===== config.mk =====
export PLATFORM = sky130hd
export DESIGN_NAME = apogee_pit_flat
export DESIGN_NICKNAME = d
export VERILOG_FILES = /design/src/rtl/apogee_pit_if.sv /design/src/rtl/apogee_pit.sv /design/src/flat_wrapper.sv
export SDC_FILE = /design/constraint.sdc
export NUM_CORES = 1
export LEC_CHECK = 0
export ABC_AREA = 0
export BUFFER_PORTS_ARGS = -buffer_cell sky130_fd_sc_hd__buf_4
export CAP_MARGIN = 20
export CORE_MARGIN = 3
export CORE_UTILIZATION = 35
export CTS_CLUSTER_SIZE = 14
export DETAILED_ROUTE_END_ITERATION = 8
export GPL_ROUTABILITY_DRIVEN = 0
export GPL_TIMING_DRIVEN = 0
export SYNTH_ARGS = -nofsm -noshare
export SYNTH_HDL_FRONTEND = slang
export SYNTH_SLANG_ARGS = --single-unit

===== constraint.sdc =====
create_clock -name clk_sys -period 4.75 [get_ports clk_sys]
set_input_delay 0.95 -clock clk_sys [delete_from_list [all_inputs] [get_ports clk_sys]]
set_output_delay 0.95 -clock clk_sys [all_outputs]
set_load 0.03 [all_outputs]

===== src/rtl/apogee_pit_if.sv =====
// apogee_pit_if: CPU-side register bus of the three-channel interval timer.
//   addr  - register select (0..2 counters, 3 control word)
//   din   - CPU write data
//   we_n  - write strobe, active-low, held for many clk_sys cycles
//   rd_n  - read strobe, active-low, held for many clk_sys cycles
//   dout  - read data, combinational from addr and read state
interface apogee_pit_if;
  logic [1:0] addr;
  logic [7:0] din;
  logic       we_n;
  logic       rd_n;
  logic [7:0] dout;

  modport master (output addr, output din, output we_n, output rd_n, input dout);
  modport slave  (input addr, input din, input we_n, input rd_n, output dout);
endinterface


===== src/rtl/apogee_pit.sv =====
// apogee_pit: three-channel programmable interval timer (i8253 subset,
// binary counting, modes 0/2/3) for the Apogee BK-01 EC00-ECFF page.
//   clk_sys - system clock, all state on rising edge
//   RESET   - synchronous active-low reset
//   clk_en  - shared one-cycle count tick
//   bus     - CPU register bus (apogee_pit_if.slave)
//   gate    - per-counter GATE inputs
//   out     - per-counter OUT lines, registered
module apogee_pit (
  input  logic          clk_sys,
  input  logic          RESET,
  input  logic          clk_en,
  apogee_pit_if.slave   bus,
  input  logic [2:0]    gate,
  output logic [2:0]    out
);

  // IDLE: waiting for a count; LOAD: CR complete (or gate re-armed), CE
  // takes CR at the next tick; RUN: counting.
  typedef enum logic [1:0] {CNT_IDLE, CNT_LOAD, CNT_RUN} cnt_state_e;

  logic [15:0] ce_q   [3];
  logic [15:0] ce_d   [3];
  logic [15:0] cr_q   [3];
  logic [15:0] cr_d   [3];
  logic [15:0] ol_q   [3];
  logic [15:0] ol_d   [3];
  logic [15:0] half_q [3];
  logic [15:0] half_d [3];
  logic [7:0]  lsb_q  [3];
  logic [7:0]  lsb_d  [3];
  logic [2:0]  mode_q [3];
  logic [2:0]  mode_d [3];
  logic [1:0]  rw_q   [3];
  logic [1:0]  rw_d   [3];
  cnt_state_e  st_q   [3];
  cnt_state_e  st_d   [3];
  logic [2:0]  wtog_q, wtog_d;
  logic [2:0]  rtog_q, rtog_d;
  logic [2:0]  lat_q, lat_d;
  logic [2:0]  out_q, out_d;
  logic        we_n_q, rd_n_q;

  logic        we_ev, rd_ev;
  logic [2:0]  ctl_sel, cnt_sel, rd_sel, cr_done, first_byte;
  logic [15:0] ce_dec [3];
  logic [2:0]  ctl_mode;
  logic [15:0] rd_src;
  logic        rd_msb;
  logic        unused_bcd;

  assign unused_bcd = bus.din[0];
  assign out        = out_q;
  // Modes 6/7 are aliases of 2/3.
  assign ctl_mode   = (bus.din[3:2] == 2'b11) ? {1'b0, bus.din[2:1]} : bus.din[3:1];

  always_ff @(posedge clk_sys) begin
    if (!RESET) begin
      for (int unsigned i = 0; i < 3; i++) begin
        ce_q[i]   <= '0;
        cr_q[i]   <= '0;
        ol_q[i]   <= '0;
        half_q[i] <= '0;
        lsb_q[i]  <= '0;
        mode_q[i] <= '0;
        rw_q[i]   <= '0;
        st_q[i]   <= CNT_IDLE;
      end
      wtog_q <= '0;
      rtog_q <= '0;
      lat_q  <= '0;
      out_q  <= '1;
      we_n_q <= 1'b1;
      rd_n_q <= 1'b1;
    end else begin
      for (int unsigned i = 0; i < 3; i++) begin
        ce_q[i]   <= ce_d[i];
        cr_q[i]   <= cr_d[i];
        ol_q[i]   <= ol_d[i];
        half_q[i] <= half_d[i];
        lsb_q[i]  <= lsb_d[i];
        mode_q[i] <= mode_d[i];
        rw_q[i]   <= rw_d[i];
        st_q[i]   <= st_d[i];
      end
      wtog_q <= wtog_d;
      rtog_q <= rtog_d;
      lat_q  <= lat_d;
      out_q  <= out_d;
      we_n_q <= bus.we_n;
      rd_n_q <= bus.rd_n;
    end
  end

  always_comb begin
    we_ev      = ~bus.we_n & we_n_q;
    rd_ev      = bus.rd_n & ~rd_n_q;
    ctl_sel    = '0;
    cnt_sel    = '0;
    rd_sel     = '0;
    cr_done    = '0;
    first_byte = '0;
    wtog_d     = wtog_q;
    rtog_d     = rtog_q;
    lat_d      = lat_q;
    out_d      = out_q;
    for (int unsigned i = 0; i < 3; i++) begin
      ce_d[i]   = ce_q[i];
      cr_d[i]   = cr_q[i];
      ol_d[i]   = ol_q[i];
      half_d[i] = half_q[i];
      lsb_d[i]  = lsb_q[i];
      mode_d[i] = mode_q[i];
      rw_d[i]   = rw_q[i];
      st_d[i]   = st_q[i];
      ce_dec[i] = ce_q[i] - 16'd1;

      ctl_sel[i] = we_ev && (bus.addr == 2'd3) && (bus.din[7:6] == 2'(i));
      cnt_sel[i] = we_ev && (bus.addr == 2'(i));
      rd_sel[i]  = rd_ev && (bus.addr == 2'(i));

      // Gate low in modes 2/3 holds OUT high and re-arms a full reload.
      if ((mode_q[i] == 3'd2 || mode_q[i] == 3'd3) && !gate[i]) begin
        out_d[i] = 1'b1;
        if (st_q[i] == CNT_RUN) st_d[i] = CNT_LOAD;
      end

      // A control write to this counter suppresses its tick.
      if (clk_en && !ctl_sel[i]) begin
        case (mode_q[i])
          3'd0: begin
            if (st_q[i] == CNT_LOAD) begin
              ce_d[i] = cr_q[i];
              st_d[i] = CNT_RUN;
            end else if (st_q[i] == CNT_RUN && gate[i]) begin
              ce_d[i] = ce_dec[i];
              if (ce_q[i] == 16'd1) out_d[i] = 1'b1;
            end
          end
          3'd2, 3'd3: begin
            if (gate[i]) begin
              if (st_q[i] == CNT_LOAD || (st_q[i] == CNT_RUN && ce_q[i] == 16'd1)) begin
                ce_d[i]   = cr_q[i];
                // Mode 3 low phase is the last floor(N/2) ticks; N=0 means 65536.
                half_d[i] = (cr_q[i] == 16'd0) ? 16'h8000 : {1'b0, cr_q[i][15:1]};
                out_d[i]  = 1'b1;
                st_d[i]   = CNT_RUN;
              end else if (st_q[i] == CNT_RUN) begin
                ce_d[i] = ce_dec[i];
                if (mode_q[i] == 3'd2) begin
                  if (ce_q[i] == 16'd2) out_d[i] = 1'b0;
                end else begin
                  out_d[i] = (ce_dec[i] > half_q[i]);
                end
              end
            end
          end
          default: ;
        endcase
      end

      if (cnt_sel[i] && rw_q[i] != 2'b00) begin
        first_byte[i] = !(rw_q[i] == 2'b11 && wtog_q[i]);
        case (rw_q[i])
          2'b01: begin
            cr_d[i]    = {8'h00, bus.din};
            cr_done[i] = 1'b1;
          end
          2'b10: begin
            cr_d[i]    = {bus.din, 8'h00};
            cr_done[i] = 1'b1;
          end
          default: begin
            if (!wtog_q[i]) begin
              lsb_d[i]  = bus.din;
              wtog_d[i] = 1'b1;
            end else begin
              cr_d[i]    = {bus.din, lsb_q[i]};
              wtog_d[i]  = 1'b0;
              cr_done[i] = 1'b1;
            end
          end
        endcase
        if (mode_q[i] == 3'd0) begin
          if (first_byte[i]) out_d[i] = 1'b0;
          st_d[i] = cr_done[i] ? CNT_LOAD : CNT_IDLE;
        end else if (cr_done[i] && st_q[i] == CNT_IDLE) begin
          st_d[i] = CNT_LOAD;
        end
      end

      if (rd_sel[i]) begin
        if (rw_q[i] == 2'b11) begin
          rtog_d[i] = ~rtog_q[i];
          if (rtog_q[i]) lat_d[i] = 1'b0;
        end else begin
          lat_d[i] = 1'b0;
        end
      end

      if (ctl_sel[i]) begin
        if (bus.din[5:4] == 2'b00) begin
          if (!lat_q[i]) begin
            ol_d[i]  = ce_q[i];
            lat_d[i] = 1'b1;
          end
        end else begin
          rw_d[i]   = bus.din[5:4];
          mode_d[i] = ctl_mode;
          wtog_d[i] = 1'b0;
          rtog_d[i] = 1'b0;
          lat_d[i]  = 1'b0;
          st_d[i]   = CNT_IDLE;
          out_d[i]  = (ctl_mode != 3'd0);
        end
      end
    end
  end

  always_comb begin
    bus.dout = 8'hFF;
    rd_src   = '0;
    rd_msb   = 1'b0;
    for (int unsigned i = 0; i < 3; i++) begin
      if (bus.addr == 2'(i)) begin
        rd_src   = lat_q[i] ? ol_q[i] : ce_q[i];
        rd_msb   = (rw_q[i] == 2'b10) || (rw_q[i] == 2'b11 && rtog_q[i]);
        bus.dout = rd_msb ? rd_src[15:8] : rd_src[7:0];
      end
    end
  end

endmodule

===== src/flat_wrapper.sv =====
// flat-port wrapper written by rule: the top's interface ports become plain ports
module apogee_pit_flat 
  (clk_sys, RESET, clk_en, gate, out, bus_addr, bus_din, bus_we_n, bus_rd_n, bus_dout);
  apogee_pit_if bus_i ();
  input  logic clk_sys;
  input  logic RESET;
  input  logic clk_en;
  input  logic [2:0] gate;
  output logic [2:0] out;
  input wire logic [$bits(bus_i.addr)-1:0] bus_addr;
  input wire logic [$bits(bus_i.din)-1:0] bus_din;
  input wire logic [$bits(bus_i.we_n)-1:0] bus_we_n;
  input wire logic [$bits(bus_i.rd_n)-1:0] bus_rd_n;
  output wire logic [$bits(bus_i.dout)-1:0] bus_dout;
  assign bus_i.addr = bus_addr;
  assign bus_i.din = bus_din;
  assign bus_i.we_n = bus_we_n;
  assign bus_i.rd_n = bus_rd_n;
  assign bus_dout = bus_i.dout;
  apogee_pit u_core (.clk_sys(clk_sys), .RESET(RESET), .clk_en(clk_en), .bus(bus_i), .gate(gate), .out(out));
endmodule

==> flow_summary.json <==
{
  "period_share_pct": 93.62,
  "finalClockSkew_ns": 0.01323,
  "rrSetupSlack_ns": 0.48,
  "synth_top_area_share_pct": 36.34,
  "synth_simple_gate_area_share_pct": 23.51,
  "yosysSeqAreaShare_pct": 36.34,
  "hold_buffers": 0,
  "cap_viol_max_count": 0,
  "htree_levels": 1,
  "antenna_found_initial": 2,
  "critPathKind": "register to output pin",
  "drive_gt1_share_pct": 7.783,
  "critPathLaunchType": "register",
  "cp_cell_sequence": "ha_1 > ha_1 > nor2_1 > mux4_2 > mux2i_1 > o21ai_0 > buf_4",
  "combinationalPowerShare_pct": 5.4,
  "synth_cell_types": 73,
  "synth_edf_count": 0,
  "n_antenna_cell": 0,
  "ir_drop_mv": 0.2613,
  "cp_max_fo": 8,
  "netlist_top_cells_count": "dfxtp_1 (251), nand2_1 (251), a21oi_1 (145)",
  "cp-startpoint": "u_core.rw_q[0][0]",
  "synth-compound-area-share_pct": 17.32,
  "cp-end-kind": "output pin",
  "cts_resized": 0,
  "synth_area_um2": 13830,
  "slowest_delay_ns": 0.65,
  "grt_pass1_wl_mm": 69.97,
  "wl_met1_mm": 19.99,
  "fp.dieH_um": 204.8,
  "maxSlewViolCount": 0,
  "ys_dominant_reg_cell": "dfxtp_1",
  "cp_common_cell": "ha_1",
  "final_area_um2": 15720,
  "core.rowCount": 72,
  "die_w_um": 204.8,
  "swShare_pct": 24.28,
  "routed_wl_mm": 45.34,
  "reg2reg_depth": 15,
  "p_int_mw": 3.603,
  "p_seq_share_pct": 44.5,
  "p_sw_mw": 1.155,
  "drt-wirelength-per-cell_um": 19.68,
  "area_growth_pct": 13.67,
  "top_layer_used": "met5",
  "reg2reg_from": "u_core.ce_q[0][32]",
  "synthXorXnorAreaFrac_pct": 2.407,
  "synth_cells": 1703,
  "synth.net_count": 1796,
  "cp.arrival_ns": 3.50,
  "p_per_area_nw_per_um2": 302.8,
  "dieArea_um2": 41920,
  "instances_no_fill": 2304,
  "gr-usage-all-layers_pct": 21.12,
  "synth_top_family_by_area": "simple AND/OR/NAND/NOR gates",
  "tns_ns": 0,
  "viasPerCell": 5.665,
  "tightest_slew_ns": 1.061,
  "min_path_type": "register to register",
  "io_buffers": 25,
  "synth.area.top_cells": "dfxtp_1 (36%), nand2_1 (6.8%), ha_1 (6.8%), a21oi_1 (5.2%), mux4_2 (3.9%)",
  "synthMuxAreaShare_pct": 7.620,
  "post_cts_buffers": 0,
  "avgSynthCellArea_um2": 8.118,
  "crit_path_top_delay_cell": "nor2_1",
  "num_io_pins": 29,
  "rsz0062_at_grt": "false",
  "wl_met3_mm": 3.724,
  "synth.largest_area_cell": "dfxtp_1",
  "hpwl_mm": 33.65,
  "clk_pin_slew_ns": 0.06,
  "placed_area_um2": 14670,
  "synth_fa_ha_area_share_pct": 6.787,
  "ys_seq_elements": 251,
  "drt_iter0_drc": 1290,
  "vias": 13050,
  "hold_viol": 0,
  "endpoint": "bus_dout[6]",
  "postRouteAntennaNets": 0,
  "cts_tree": "built",
  "grt_pass1_vias": 12210,
  "grt_max_degree": 15,
  "overflow": 0,
  "clkPwrFrac_pct": 50.2,
  "start_util_pct": 35.61,
  "route.met2.wl_mm": 20.08,
  "cts-buffers-inserted": 30,
  "maxSlewHeadroom_pct": 29.28,
  "dr.pass1.iters": 5,
  "r2r-end": "u_core.out[2]",
  "core_area_um2": 38830,
  "fin_crit_ns": 4.447,
  "setup_violations": 0,
  "clk_root_buffer_cell": "clkbuf_16",
  "cts.path.max_buffers": 3,
  "worst_ep_required_time_ns": 3.80,
  "fin_nets": 1856,
  "cts.sinks": 251,
  "drc_errors": 0,
  "clock_latency_ns": 0.57,
  "dp.cells": 2247,
  "status": "finished clean",
  "leakage_nw": 5.594,
  "fmax_mhz": 224.9,
  "yosys_warnings": 0,
  "async_reset_ff_share_pct": 0
}
-- power by group through the flow --
stage	combinational (mW)	sequential [mW]	clock [mW]
3_5_place_dp	0.249	2.16	0
5_1_grt	0.277	2.12	2.49
3_3_place_gp	0.247	2.16	0
6_report	0.256	2.12	2.39
4_1_cts	0.251	2.12	2.42
2_1_floorplan	0.144	2.16	0
-- per-layer routing --
metal / vias to the layer above / GRT usage (%)
li1: 6190 / -
met1: 6228 / 29.37
met5: - / 0
met3: 99 / 3.575
met4: 2 / 7.397
met2: 534 / 33.06
-- worst min-delay path by stage --
stage / from / to / slack, ns / cells past startpoint
floorplan: u_core.ol_q[0][10] / u_core.ol_q[0][10] / 0.43 / 2
global placement: u_core.ol_q[0][3] / u_core.ol_q[0][3] / 0.44 / 2
detailed placement: u_core.ol_q[0][23] / u_core.ol_q[0][23] / 0.45 / 2
CTS: u_core.ol_q[0][23] / u_core.ol_q[0][23] / 0.45 / 2
global route: u_core.lsb_q[0][20] / u_core.lsb_q[0][20] / 0.47 / 2
finish: u_core.ol_q[0][25] / u_core.ol_q[0][25] / 0.45 / 2
-- stage by stage --
step	power [mW]	setup slack (ns)	hold WS (ns)	utilization [%]
after CTS	4.786	0.1667	0.4547	40.42
after floorplan	2.305	1.135	0.4331	-
after detailed placement	2.412	0.5735	0.4466	37.77
after global placement	2.409	0.5541	0.4380	37.76
after global routing	4.884	0.08307	0.4729	40.47
final	4.758	0.3029	0.4531	40.47
-- state kept, by name, summed over array words and instances, names as in the netlist --
signal / count
u_core.lat_q: 3
u_core.ce_q: 48
u_core.half_q: 48
u_core.ol_q: 48
u_core.rw_q: 6
u_core.rtog_q: 3
u_core.rd_n_q: 1
u_core.wtog_q: 3
u_core.st_q: 6
u_core.mode_q: 9
u_core.lsb_q: 24
u_core.we_n_q: 1
u_core.out: 3
u_core.cr_q: 48
-- placed cells by master (no fill, tap or decap), types with 6 or more instances in the layout --
cell type,instances
nor2b_1,10
a21oi_1,145
a211oi_1,20
nand2_1,251
nor3_1,54
nand3_1,81
inv_1,81
o31a_1,6
ha_1,75
or3_1,12
a22o_1,23
nand4_1,14
a21o_1,12
buf_2,10
clkbuf_1,101
xor2_1,25
o21ai_0,54
mux2i_1,49
mux4_2,24
a311oi_1,13
a31oi_1,7
nor4_1,27
o31ai_1,9
dfxtp_1,251
xnor2_1,13
and3_1,26
o22ai_1,16
buf_4,25
nand2b_1,26
or4_1,8
a21boi_0,10
clkbuf_8,9
clkbuf_16,31
buf_1,6
nor2_1,142
o32ai_1,20
-- worst max-delay path, delay by kind of cell, from the launching register on --
kind / cells / cell delay, ns
buffers and inverters: 1 / 0.29
AO/OA/AOI/OAI: 1 / 0.62
AND/OR/NAND/NOR: 1 / 0.65
flip-flops: 1 / 0.34
adder cells (fa/ha/maj): 2 / 0.50
multiplexers: 2 / 0.52
-- kinds of logic after synthesis --
family                   Yosys count
AND/OR/NAND/NOR                  688
multiplexers                      75
buffers and inverters            205
adder cells (fa/ha/maj)           75
XOR/XNOR                          38
AO/OA/AOI/OAI                    371
flip-flops                       251
-- cell type report --
cell class	count	area, µm²
timing repair buffer	28	214.0
buffer	120	511.7
clock inverter	12	126.4
fill	3901	23110
sequential	251	5025
multi-input combinational	1247	7970
tap	518	648.1
clock buffer	43	900.9
inverter	85	319.1
Note: power is estimated with default switching activity, not from simulation.
